<file path="config.mk">
export PLATFORM = sky130hd
export DESIGN_NAME = branch_seq_ctl_flat
export DESIGN_NICKNAME = d
export VERILOG_FILES = /design/src/rtl/branch_seq_ctl_if.sv /design/src/rtl/branch_seq_ctl.sv /design/src/flat_wrapper.sv
export SDC_FILE = /design/constraint.sdc
export NUM_CORES = 1
export LEC_CHECK = 0
export ABC_AREA = 1
export BUFFER_PORTS_ARGS = -buffer_cell sky130_fd_sc_hd__buf_2
export CAP_MARGIN = 30
export CORE_MARGIN = 4
export CORE_UTILIZATION = 47
export DETAILED_ROUTE_END_ITERATION = 8
export PLACE_DENSITY = 0.94
export SLEW_MARGIN = 20
export SYNTH_ARGS = -nofsm -noshare
export SYNTH_HDL_FRONTEND = slang
export SYNTH_SLANG_ARGS = --single-unit
</file>
<file path="constraint.sdc">
create_clock -name clk -period 3.2 [get_ports clk]
set_input_delay 0.32 -clock clk [delete_from_list [all_inputs] [get_ports clk]]
set_output_delay 0.32 -clock clk [all_outputs]
set_load 0.05 [all_outputs]
</file>
<file path="src/rtl/branch_seq_ctl_if.sv">
// Sequencer <-> datapath bundle: IR/condition/memory status in, control strobes and status out.
// Carries no state of its own; the master modport belongs to the sequencer.
interface branch_seq_ctl_if;
    logic [31:0] ir;
    logic        con;
    logic        mem_ready;
    logic        pc_out, zlow_out, mdr_out, mar_in, z_in, pc_in, mdr_in, ir_in, y_in;
    logic        inc_pc, read, gra, grb, r_in, r_out, con_in, c_out, r15_in;
    logic [4:0]  alu_op;
    logic        run;
    logic        ill_op;
    logic [3:0]  state;

    modport master (
        input  ir, con, mem_ready,
        output pc_out, zlow_out, mdr_out, mar_in, z_in, pc_in, mdr_in, ir_in, y_in,
        output inc_pc, read, gra, grb, r_in, r_out, con_in, c_out, r15_in,
        output alu_op, run, ill_op, state
    );

    modport slave (
        output ir, con, mem_ready,
        input  pc_out, zlow_out, mdr_out, mar_in, z_in, pc_in, mdr_in, ir_in, y_in,
        input  inc_pc, read, gra, grb, r_in, r_out, con_in, c_out, r15_in,
        input  alu_op, run, ill_op, state
    );
endinterface

</file>
<file path="src/rtl/branch_seq_ctl.sv">
// Hardwired T-state sequencer for fetch, branch, jump and JAL (JAL only with BRANCH_LINK_EN).
// Latency: fetch 3 cycles plus 1 per memory wait; all outputs are registered Moore decodes.
// Backpressure: mem_ready low holds T1W; HALT is left only through clr.
module branch_seq_ctl (
    input  logic              clk,
    input  logic              clr,
    branch_seq_ctl_if.master  bus
);
    localparam logic [4:0] OP_BR   = 5'b10010;
    localparam logic [4:0] OP_JR   = 5'b10100;
    localparam logic [4:0] OP_JAL  = 5'b10011;
    localparam logic [4:0] OP_NOP  = 5'b11010;
    localparam logic [4:0] OP_HALT = 5'b11011;
    localparam logic [4:0] ALU_ADD = 5'b00011;

`ifdef BRANCH_LINK_EN
    localparam logic JAL_EN = 1'b1;
`else
    localparam logic JAL_EN = 1'b0;
`endif

    typedef enum logic [3:0] {
        S_RST  = 4'd0, S_T0 = 4'd1, S_T1 = 4'd2, S_T1W = 4'd3, S_T2 = 4'd4,
        S_T3   = 4'd5, S_T4 = 4'd6, S_T5 = 4'd7, S_T6  = 4'd8, S_HALT = 4'd9
    } state_t;

    typedef struct packed {
        logic pc_out, zlow_out, mdr_out, mar_in, z_in, pc_in, mdr_in, ir_in, y_in;
        logic inc_pc, read, gra, grb, r_in, r_out, con_in, c_out, r15_in;
    } strobe_t;

    state_t     state_d, state_q;
    logic [4:0] op_d, op_q;
    strobe_t    sb_d, sb_q;
    logic [4:0] alu_d, alu_q;
    logic       run_d, run_q;
    logic       ill_d, ill_q;
    logic       ir_unused;

    assign ir_unused = ^bus.ir[26:0];

    always_comb begin
        state_d = state_q;
        op_d    = op_q;
        case (state_q)
            S_RST:  state_d = S_T0;
            S_T0:   state_d = S_T1;
            S_T1:   state_d = bus.mem_ready ? S_T2 : S_T1W;
            S_T1W:  if (bus.mem_ready) state_d = S_T2;
            S_T2: begin
                state_d = S_T3;
                op_d    = bus.ir[31:27];
            end
            S_T3: begin
                case (op_q)
                    OP_BR:   state_d = S_T4;
                    OP_JAL:  state_d = JAL_EN ? S_T4 : S_T0;
                    OP_HALT: state_d = S_HALT;
                    default: state_d = S_T0;
                endcase
            end
            S_T4:   state_d = (op_q == OP_BR) ? S_T5 : S_T0;
            S_T5:   state_d = bus.con ? S_T6 : S_T0;
            S_T6:   state_d = S_T0;
            S_HALT: state_d = S_HALT;
            default: state_d = S_RST;
        endcase

        // Outputs are decoded from the next state so the registered copy matches the current state.
        sb_d  = '0;
        alu_d = 5'b00000;
        ill_d = 1'b0;
        run_d = (state_d != S_RST) && (state_d != S_HALT);
        case (state_d)
            S_T0: begin
                sb_d.pc_out = 1'b1; sb_d.mar_in = 1'b1; sb_d.inc_pc = 1'b1; sb_d.z_in = 1'b1;
            end
            S_T1: begin
                sb_d.zlow_out = 1'b1; sb_d.pc_in = 1'b1; sb_d.read = 1'b1; sb_d.mdr_in = 1'b1;
            end
            S_T1W: begin
                sb_d.read = 1'b1; sb_d.mdr_in = 1'b1;
            end
            S_T2: begin
                sb_d.mdr_out = 1'b1; sb_d.ir_in = 1'b1;
            end
            S_T3: begin
                case (op_d)
                    OP_BR:  begin sb_d.gra = 1'b1; sb_d.r_out = 1'b1; sb_d.con_in = 1'b1; end
                    OP_JR:  begin sb_d.gra = 1'b1; sb_d.r_out = 1'b1; sb_d.pc_in  = 1'b1; end
                    OP_JAL: begin
                        sb_d.pc_out = JAL_EN;
                        sb_d.r15_in = JAL_EN;
                        ill_d       = !JAL_EN;
                    end
                    OP_NOP, OP_HALT: ;
                    default: ill_d = 1'b1;
                endcase
            end
            S_T4: begin
                if (op_d == OP_BR) begin
                    sb_d.pc_out = 1'b1; sb_d.y_in = 1'b1;
                end else begin
                    sb_d.gra = 1'b1; sb_d.r_out = 1'b1; sb_d.pc_in = 1'b1;
                end
            end
            S_T5: begin
                sb_d.c_out = 1'b1; sb_d.z_in = 1'b1; alu_d = ALU_ADD;
            end
            S_T6: begin
                sb_d.zlow_out = 1'b1; sb_d.pc_in = 1'b1;
            end
            default: ;
        endcase
    end

    always_ff @(posedge clk or negedge clr) begin
        if (!clr) begin
            state_q <= S_RST;
            op_q    <= 5'b00000;
            sb_q    <= '0;
            alu_q   <= 5'b00000;
            run_q   <= 1'b0;
            ill_q   <= 1'b0;
        end else begin
            state_q <= state_d;
            op_q    <= op_d;
            sb_q    <= sb_d;
            alu_q   <= alu_d;
            run_q   <= run_d;
            ill_q   <= ill_d;
        end
    end

    assign bus.pc_out   = sb_q.pc_out;
    assign bus.zlow_out = sb_q.zlow_out;
    assign bus.mdr_out  = sb_q.mdr_out;
    assign bus.mar_in   = sb_q.mar_in;
    assign bus.z_in     = sb_q.z_in;
    assign bus.pc_in    = sb_q.pc_in;
    assign bus.mdr_in   = sb_q.mdr_in;
    assign bus.ir_in    = sb_q.ir_in;
    assign bus.y_in     = sb_q.y_in;
    assign bus.inc_pc   = sb_q.inc_pc;
    assign bus.read     = sb_q.read;
    assign bus.gra      = sb_q.gra;
    assign bus.grb      = sb_q.grb;
    assign bus.r_in     = sb_q.r_in;
    assign bus.r_out    = sb_q.r_out;
    assign bus.con_in   = sb_q.con_in;
    assign bus.c_out    = sb_q.c_out;
    assign bus.r15_in   = sb_q.r15_in;
    assign bus.alu_op   = alu_q;
    assign bus.run      = run_q;
    assign bus.ill_op   = ill_q;
    assign bus.state    = state_q;
endmodule
</file>
<file path="src/flat_wrapper.sv">
// flat-port wrapper written by rule: the top's interface ports become plain ports
module branch_seq_ctl_flat 
  (clk, clr, bus_ir, bus_con, bus_mem_ready, bus_pc_out, bus_zlow_out, bus_mdr_out, bus_mar_in, bus_z_in, bus_pc_in, bus_mdr_in, bus_ir_in, bus_y_in, bus_inc_pc, bus_read, bus_gra, bus_grb, bus_r_in, bus_r_out, bus_con_in, bus_c_out, bus_r15_in, bus_alu_op, bus_run, bus_ill_op, bus_state);
  branch_seq_ctl_if bus_i ();
  input  logic clk;
  input  logic clr;
  input wire logic [$bits(bus_i.ir)-1:0] bus_ir;
  input wire logic [$bits(bus_i.con)-1:0] bus_con;
  input wire logic [$bits(bus_i.mem_ready)-1:0] bus_mem_ready;
  output wire logic [$bits(bus_i.pc_out)-1:0] bus_pc_out;
  output wire logic [$bits(bus_i.zlow_out)-1:0] bus_zlow_out;
  output wire logic [$bits(bus_i.mdr_out)-1:0] bus_mdr_out;
  output wire logic [$bits(bus_i.mar_in)-1:0] bus_mar_in;
  output wire logic [$bits(bus_i.z_in)-1:0] bus_z_in;
  output wire logic [$bits(bus_i.pc_in)-1:0] bus_pc_in;
  output wire logic [$bits(bus_i.mdr_in)-1:0] bus_mdr_in;
  output wire logic [$bits(bus_i.ir_in)-1:0] bus_ir_in;
  output wire logic [$bits(bus_i.y_in)-1:0] bus_y_in;
  output wire logic [$bits(bus_i.inc_pc)-1:0] bus_inc_pc;
  output wire logic [$bits(bus_i.read)-1:0] bus_read;
  output wire logic [$bits(bus_i.gra)-1:0] bus_gra;
  output wire logic [$bits(bus_i.grb)-1:0] bus_grb;
  output wire logic [$bits(bus_i.r_in)-1:0] bus_r_in;
  output wire logic [$bits(bus_i.r_out)-1:0] bus_r_out;
  output wire logic [$bits(bus_i.con_in)-1:0] bus_con_in;
  output wire logic [$bits(bus_i.c_out)-1:0] bus_c_out;
  output wire logic [$bits(bus_i.r15_in)-1:0] bus_r15_in;
  output wire logic [$bits(bus_i.alu_op)-1:0] bus_alu_op;
  output wire logic [$bits(bus_i.run)-1:0] bus_run;
  output wire logic [$bits(bus_i.ill_op)-1:0] bus_ill_op;
  output wire logic [$bits(bus_i.state)-1:0] bus_state;
  assign bus_i.ir = bus_ir;
  assign bus_i.con = bus_con;
  assign bus_i.mem_ready = bus_mem_ready;
  assign bus_pc_out = bus_i.pc_out;
  assign bus_zlow_out = bus_i.zlow_out;
  assign bus_mdr_out = bus_i.mdr_out;
  assign bus_mar_in = bus_i.mar_in;
  assign bus_z_in = bus_i.z_in;
  assign bus_pc_in = bus_i.pc_in;
  assign bus_mdr_in = bus_i.mdr_in;
  assign bus_ir_in = bus_i.ir_in;
  assign bus_y_in = bus_i.y_in;
  assign bus_inc_pc = bus_i.inc_pc;
  assign bus_read = bus_i.read;
  assign bus_gra = bus_i.gra;
  assign bus_grb = bus_i.grb;
  assign bus_r_in = bus_i.r_in;
  assign bus_r_out = bus_i.r_out;
  assign bus_con_in = bus_i.con_in;
  assign bus_c_out = bus_i.c_out;
  assign bus_r15_in = bus_i.r15_in;
  assign bus_alu_op = bus_i.alu_op;
  assign bus_run = bus_i.run;
  assign bus_ill_op = bus_i.ill_op;
  assign bus_state = bus_i.state;
  branch_seq_ctl u_core (.clk(clk), .clr(clr), .bus(bus_i));
endmodule
</file>
# Yosys cells after proc, flatten, opt, wreduce, memory -nomap -nowiden
# Index checks and enable logic that the tools add are counted.
[word_totals]
reg_bits = 24
elab_cells = 74
[op_classes]
eq_ne = 24
muxes = 25
reduce_logical = 9
[op_table]
columns = ["op", "n"]
rows = [
  ["$pmux W4 S9", 1],
  ["$eq A4 B3 Y1 const B", 8],
  ["$eq A5 B5 Y1 const B", 6],
  ["$eq A4 B2 Y1 const B", 4],
  ["$mux W1", 14],
  ["$eq A4 B4 Y1 const B", 3],
  ["$reduce_or A2 Y1", 5],
  ["$eq A4 B1 Y1 const B", 2],
  ["$mux W4", 2],
  ["$pmux W4 S2", 1],
  ["$mux W3", 2],
  ["$mux W5", 1],
  ["$logic_not A4 Y1", 1],
  ["$ne A4 B4 Y1 const B", 1],
  ["$pmux W1 S2", 2],
  ["$reduce_bool A4 Y1", 1],
  ["$reduce_or A4 Y1", 1],
  ["$pmux W1 S3", 1],
  ["$mux W2", 1],
  ["$logic_and A1 B1 Y1", 1],
]

# Logic depth before layout (Yosys ltp)
[depth]
word_depth = 6
mapped_depth = 10
ltp_nobuf = 10

# Worst setup path before layout
# No wires, ideal clock.
[synth_timing]
path_type = "reg2reg"
from = "register u_core.state_q[2] (netlist: u_core.bus.state[2])"
to = "register u_core.ill_q (netlist: u_core.bus.ill_op)"
setup_ns = 0.119
t_arrival_ns = 1.471
required_ns = 3.081
path_slack_ns = 1.610
path_stages_with_launch = 11
synth_period_minus_slack_ns = 1.590
cell_sequence = "dfrtp_1 inv_2 nor2_4 buf_6 nand3_2 nand2_2 nand2_1 nor2_2 nand2_1 nand2_1 nor2_1"
[synth_via]
elab_chain_cells = 6
elab_cells_between_ends = 22
classes_between = "14 x eq/ne; 5 x mux; 3 x reduce/logical"
[synth_lines]
columns = ["element", "line", "source"]
rows = [
  ["from (decl)", "branch_seq_ctl.sv:32", "state_t state_d, state_q;"],
  ["from (signal assigned)", "branch_seq_ctl.sv:126", "state_q <= state_d;"],
  ["$eq A4 B3 Y1", "branch_seq_ctl.sv:45", "case (state_q)"],
  ["$mux W5", "branch_seq_ctl.sv:45", ""],
  ["$eq A5 B5 Y1", "branch_seq_ctl.sv:88", "case (op_d)"],
  ["$reduce_or A4 Y1 (no source line)", "-", ""],
  ["$mux W1", "branch_seq_ctl.sv:88", ""],
  ["$mux W1 (*)", "branch_seq_ctl.sv:74", "case (state_d)"],
  ["named net u_core.ill_d", "branch_seq_ctl.sv:37", "logic ill_d, ill_q;"],
  ["to (signal assigned)", "branch_seq_ctl.sv:131", "ill_q <= ill_d;"],
  ["to (decl)", "branch_seq_ctl.sv:37", ""],
]
# The timed path passes the listed nets; every way through them passes the cells marked *.

==> results.sh <==
export IMPL_p_clk_frac=0.135
export IMPL_combPwrFrac=0.566
export IMPL_dr_pass1_iters=6
export IMPL_rsz0062_at_grt="no"
export IMPL_finalSetupViolCount=0
export IMPL_routed_wl_microns=2181
export IMPL_worstPathRequired_ps=3460
export IMPL_finalHoldViolations=0
export IMPL_cpMostUsedCell="nand2_1"
export IMPL_die_h_microns=58.79
export IMPL_clock_path_buffers=2
export IMPL_clock_sinks=22
export IMPL_status="completed"
export IMPL_die_x_microns=58.79
export IMPL_synth_area_leaders="dfrtp_1 45%, nand2_1 9.0%, buf_4 8.0%"
export IMPL_ys_types=21
export IMPL_syn_inst=143
export IMPL_synth_area_sq_um=1212
export IMPL_drive_gt1_frac=0.3550
export IMPL_groute_usage_overall=0.1326
export IMPL_critPathArrivalTime_ps=1880
export IMPL_intPower_uw=713.4
export IMPL_ios=65
export IMPL_peakVddDrop_mv=0.6353
export IMPL_crit_family="simple AND/OR/NAND/NOR gates"
export IMPL_hpwl_microns=1777
export IMPL_cp_start_kind="register"
export IMPL_cp_slowest_cell="dfrtp_1"
export IMPL_cp_slowest_stage_delay_ps=480
export IMPL_fin_crit_sh=0.5079
export IMPL_clkLatencyLatePin_ps=310
export IMPL_rows=18
export IMPL_gr_total_overflow=0
export IMPL_leakagePower_nw=0.8259
export IMPL_portBuffers=31
export IMPL_wl_per_cell_microns=10.96
export IMPL_grt_met2_usage=0.2445
export IMPL_synth_seq_cells=22
export IMPL_avgViaCountPerCell=4.789
export IMPL_crit_buf_inv=0
export IMPL_cp_max_fo=11
export IMPL_syn_to_final_growth_pct=12.69
export IMPL_cts_setup_buffers=0
export IMPL_ant_nets=0
export IMPL_seqPwrFrac=0.300
export IMPL_powerDensity_nw_per_um2=1139
export IMPL_post_synth_cell_area_avg_sq_um=8.478
export IMPL_grt_util_met3=0.01535
export IMPL_diodes=0
export IMPL_dieArea_sq_um=3456
export IMPL_placed_cell_area_sq_um=1304
export IMPL_ctsHtreeMaxLevel=1
export IMPL_skew_ps=3.287
export IMPL_crit_type="register to register"
export IMPL_path_cells="nor2_4, nand2_4, nand2_1, nand2_2, nor2_1, nand4_1, nand2_1"
export IMPL_drt_iter0_markers=20
export IMPL_max_freq_mhz=615.3
export IMPL_multiInputGateArea_sq_um=462.9
export IMPL_drc_errors=0
export IMPL_fin_area_sq_um=1366
export IMPL_seq_area_sq_um=550.5
export IMPL_start_util=0.4894
export IMPL_clk_pin_slew_worst_paths_ps=120
export IMPL_cts_root_buf="clkbuf_4"
export IMPL_gp_congestion=0.8397
export IMPL_core_sq_um=2477
export IMPL_hold_class="input pin to register"
export IMPL_yosysSeqAreaShare=0.4541
export IMPL_top_usage_layer="met2"
export IMPL_finalNetCount=206
export IMPL_antenna_found_initial=0
export IMPL_end_kind="register"
export IMPL_switching_share=0.5414
export IMPL_via_count=953
export IMPL_grtUsageMet1=0.1450
export IMPL_nFillCells=244
export IMPL_finalMaxSlewViolations=0
export IMPL_grt_pass1_vias=848
export IMPL_synth_warnings=0
export IMPL_p_sw_uw=842.4
export IMPL_setup_tns_final_ps=0
export IMPL_yosys_area_top_type="dfrtp_1"
export IMPL_cts_tree="built"
export IMPL_yosysTopAreaCellShare=0.4541
export IMPL_grt_pass1_wl_microns=3491
export IMPL_grt_max_degree=23
export IMPL_max_cap_viol_count=0
export IMPL_numCtsBuffers=3
export IMPL_layout_min_cycle_time_ps=1625
cells by family after synthesis:
kind of cell / synth area share
and+or+nand+nor: 0.3406
buffers and inverters: 0.1796
DFF: 0.4541
AOI/OAI and AO/OA: 0.02271
other: 0.003093
routing by layer:
layer,part of all wire,routed length [microns],vias to the layer above
met3,0.075,164,10
met4,0.037,80,0
met5,0,0,-
li1,-,-,471
met1,0.38,838,437
met2,0.50,1098,35
cell usage in the layout, fill, tap and decap left out, drive strengths merged, types with 3 or more instances in the layout:
master,count
nor2,18
dfrtp,22
buf,31
clkbuf,3
inv,26
nand4,4
nand3,14
o21ai,3
nand2,36
nand3b,3
conb,6
worst min-delay path: stages:
cell     delay, ps
buf_2           80
o21ai_2         70
inv_2           70
power groups by stage:
stage               combinational, mW  clock (mW)  sequential (mW)
detailed placement              0.882           0            0.471
floorplan                       0.585           0            0.645
CTS                             0.889       0.210            0.466
finish                          0.880       0.209            0.466
global placement                0.854           0            0.467
global route                    0.959       0.229            0.479
through the flow:
step	std cells	worst slack, ps	util	hold WS, ps	power, mW
after floorplan	148	1610	-	24.41	1.230
after global placement	194	1641	0.5263	290.3	1.321
after detailed placement	194	1600	0.5263	295.2	1.353
after CTS	199	1565	0.5515	271.3	1.566
after global routing	199	1418	0.5515	267.6	1.667
final	199	1575	0.5515	273.9	1.556
area by class of cell:
type	count	share of cell area
Clock inverter	1	0.02198
Sequential cell	22	0.4029
Clock buffer	3	0.01648
Inverter	26	0.07143
Timing Repair Buffer	32	0.1209
Tap cell	30	0.02747
Multi-Input combinational cell	85	0.3388
final timing paths:
check	start	end	slack, ps	depth (start not counted)
max in group asynchronous	clr	u_core.bus.state[2]	2420	2
hold / removal	bus_ir[31]	u_core.op_q[4]	270	3
hold reg to reg	u_core.op_q[2]	u_core.op_q[2]	550	2
setup reg to reg	u_core.bus.state[3]	u_core.bus.gra	1570	7
min in group asynchronous	clr	u_core.bus.state[3]	480	2
setup / recovery	u_core.bus.state[3]	u_core.bus.gra	1570	7
repair_timing:
item | 4_1_cts | 5_1_grt
hold buffers | 1 | 0
resized for setup | 0 | 0
endpoints found under the hold margin | 22 | 0
synth_stat cells:
cell	number
buf_6	2
inv_2	4
nand2_1	29
nand3b_2	1
nand3b_1	2
nand2_4	1
buf_4	13
nand3_1	8
o21ai_0	2
dfrtp_1	22
nand3_2	6
nand4_1	4
a21oi_2	1
nand2_2	6
nor2_2	2
nor2_1	13
inv_1	22
nor2_4	2
nor2_8	1
conb_1	1
o21ai_2	1
flip-flops by register name (all words and copies together) (netlist names):
register,count
u_core.bus.run,1
u_core.bus.ill_op,1
u_core.bus.mdr_out,1
u_core.bus.y_in,1
u_core.bus.z_in,1
u_core.bus.alu_op,1
u_core.bus.pc_out,1
u_core.bus.pc_in,1
u_core.bus.gra,1
u_core.bus.mar_in,1
u_core.op_q,5
u_core.bus.state,4
u_core.bus.mdr_in,1
u_core.bus.zlow_out,1
u_core.bus.con_in,1
No activity file was read; power rests on OpenSTA's default activity.
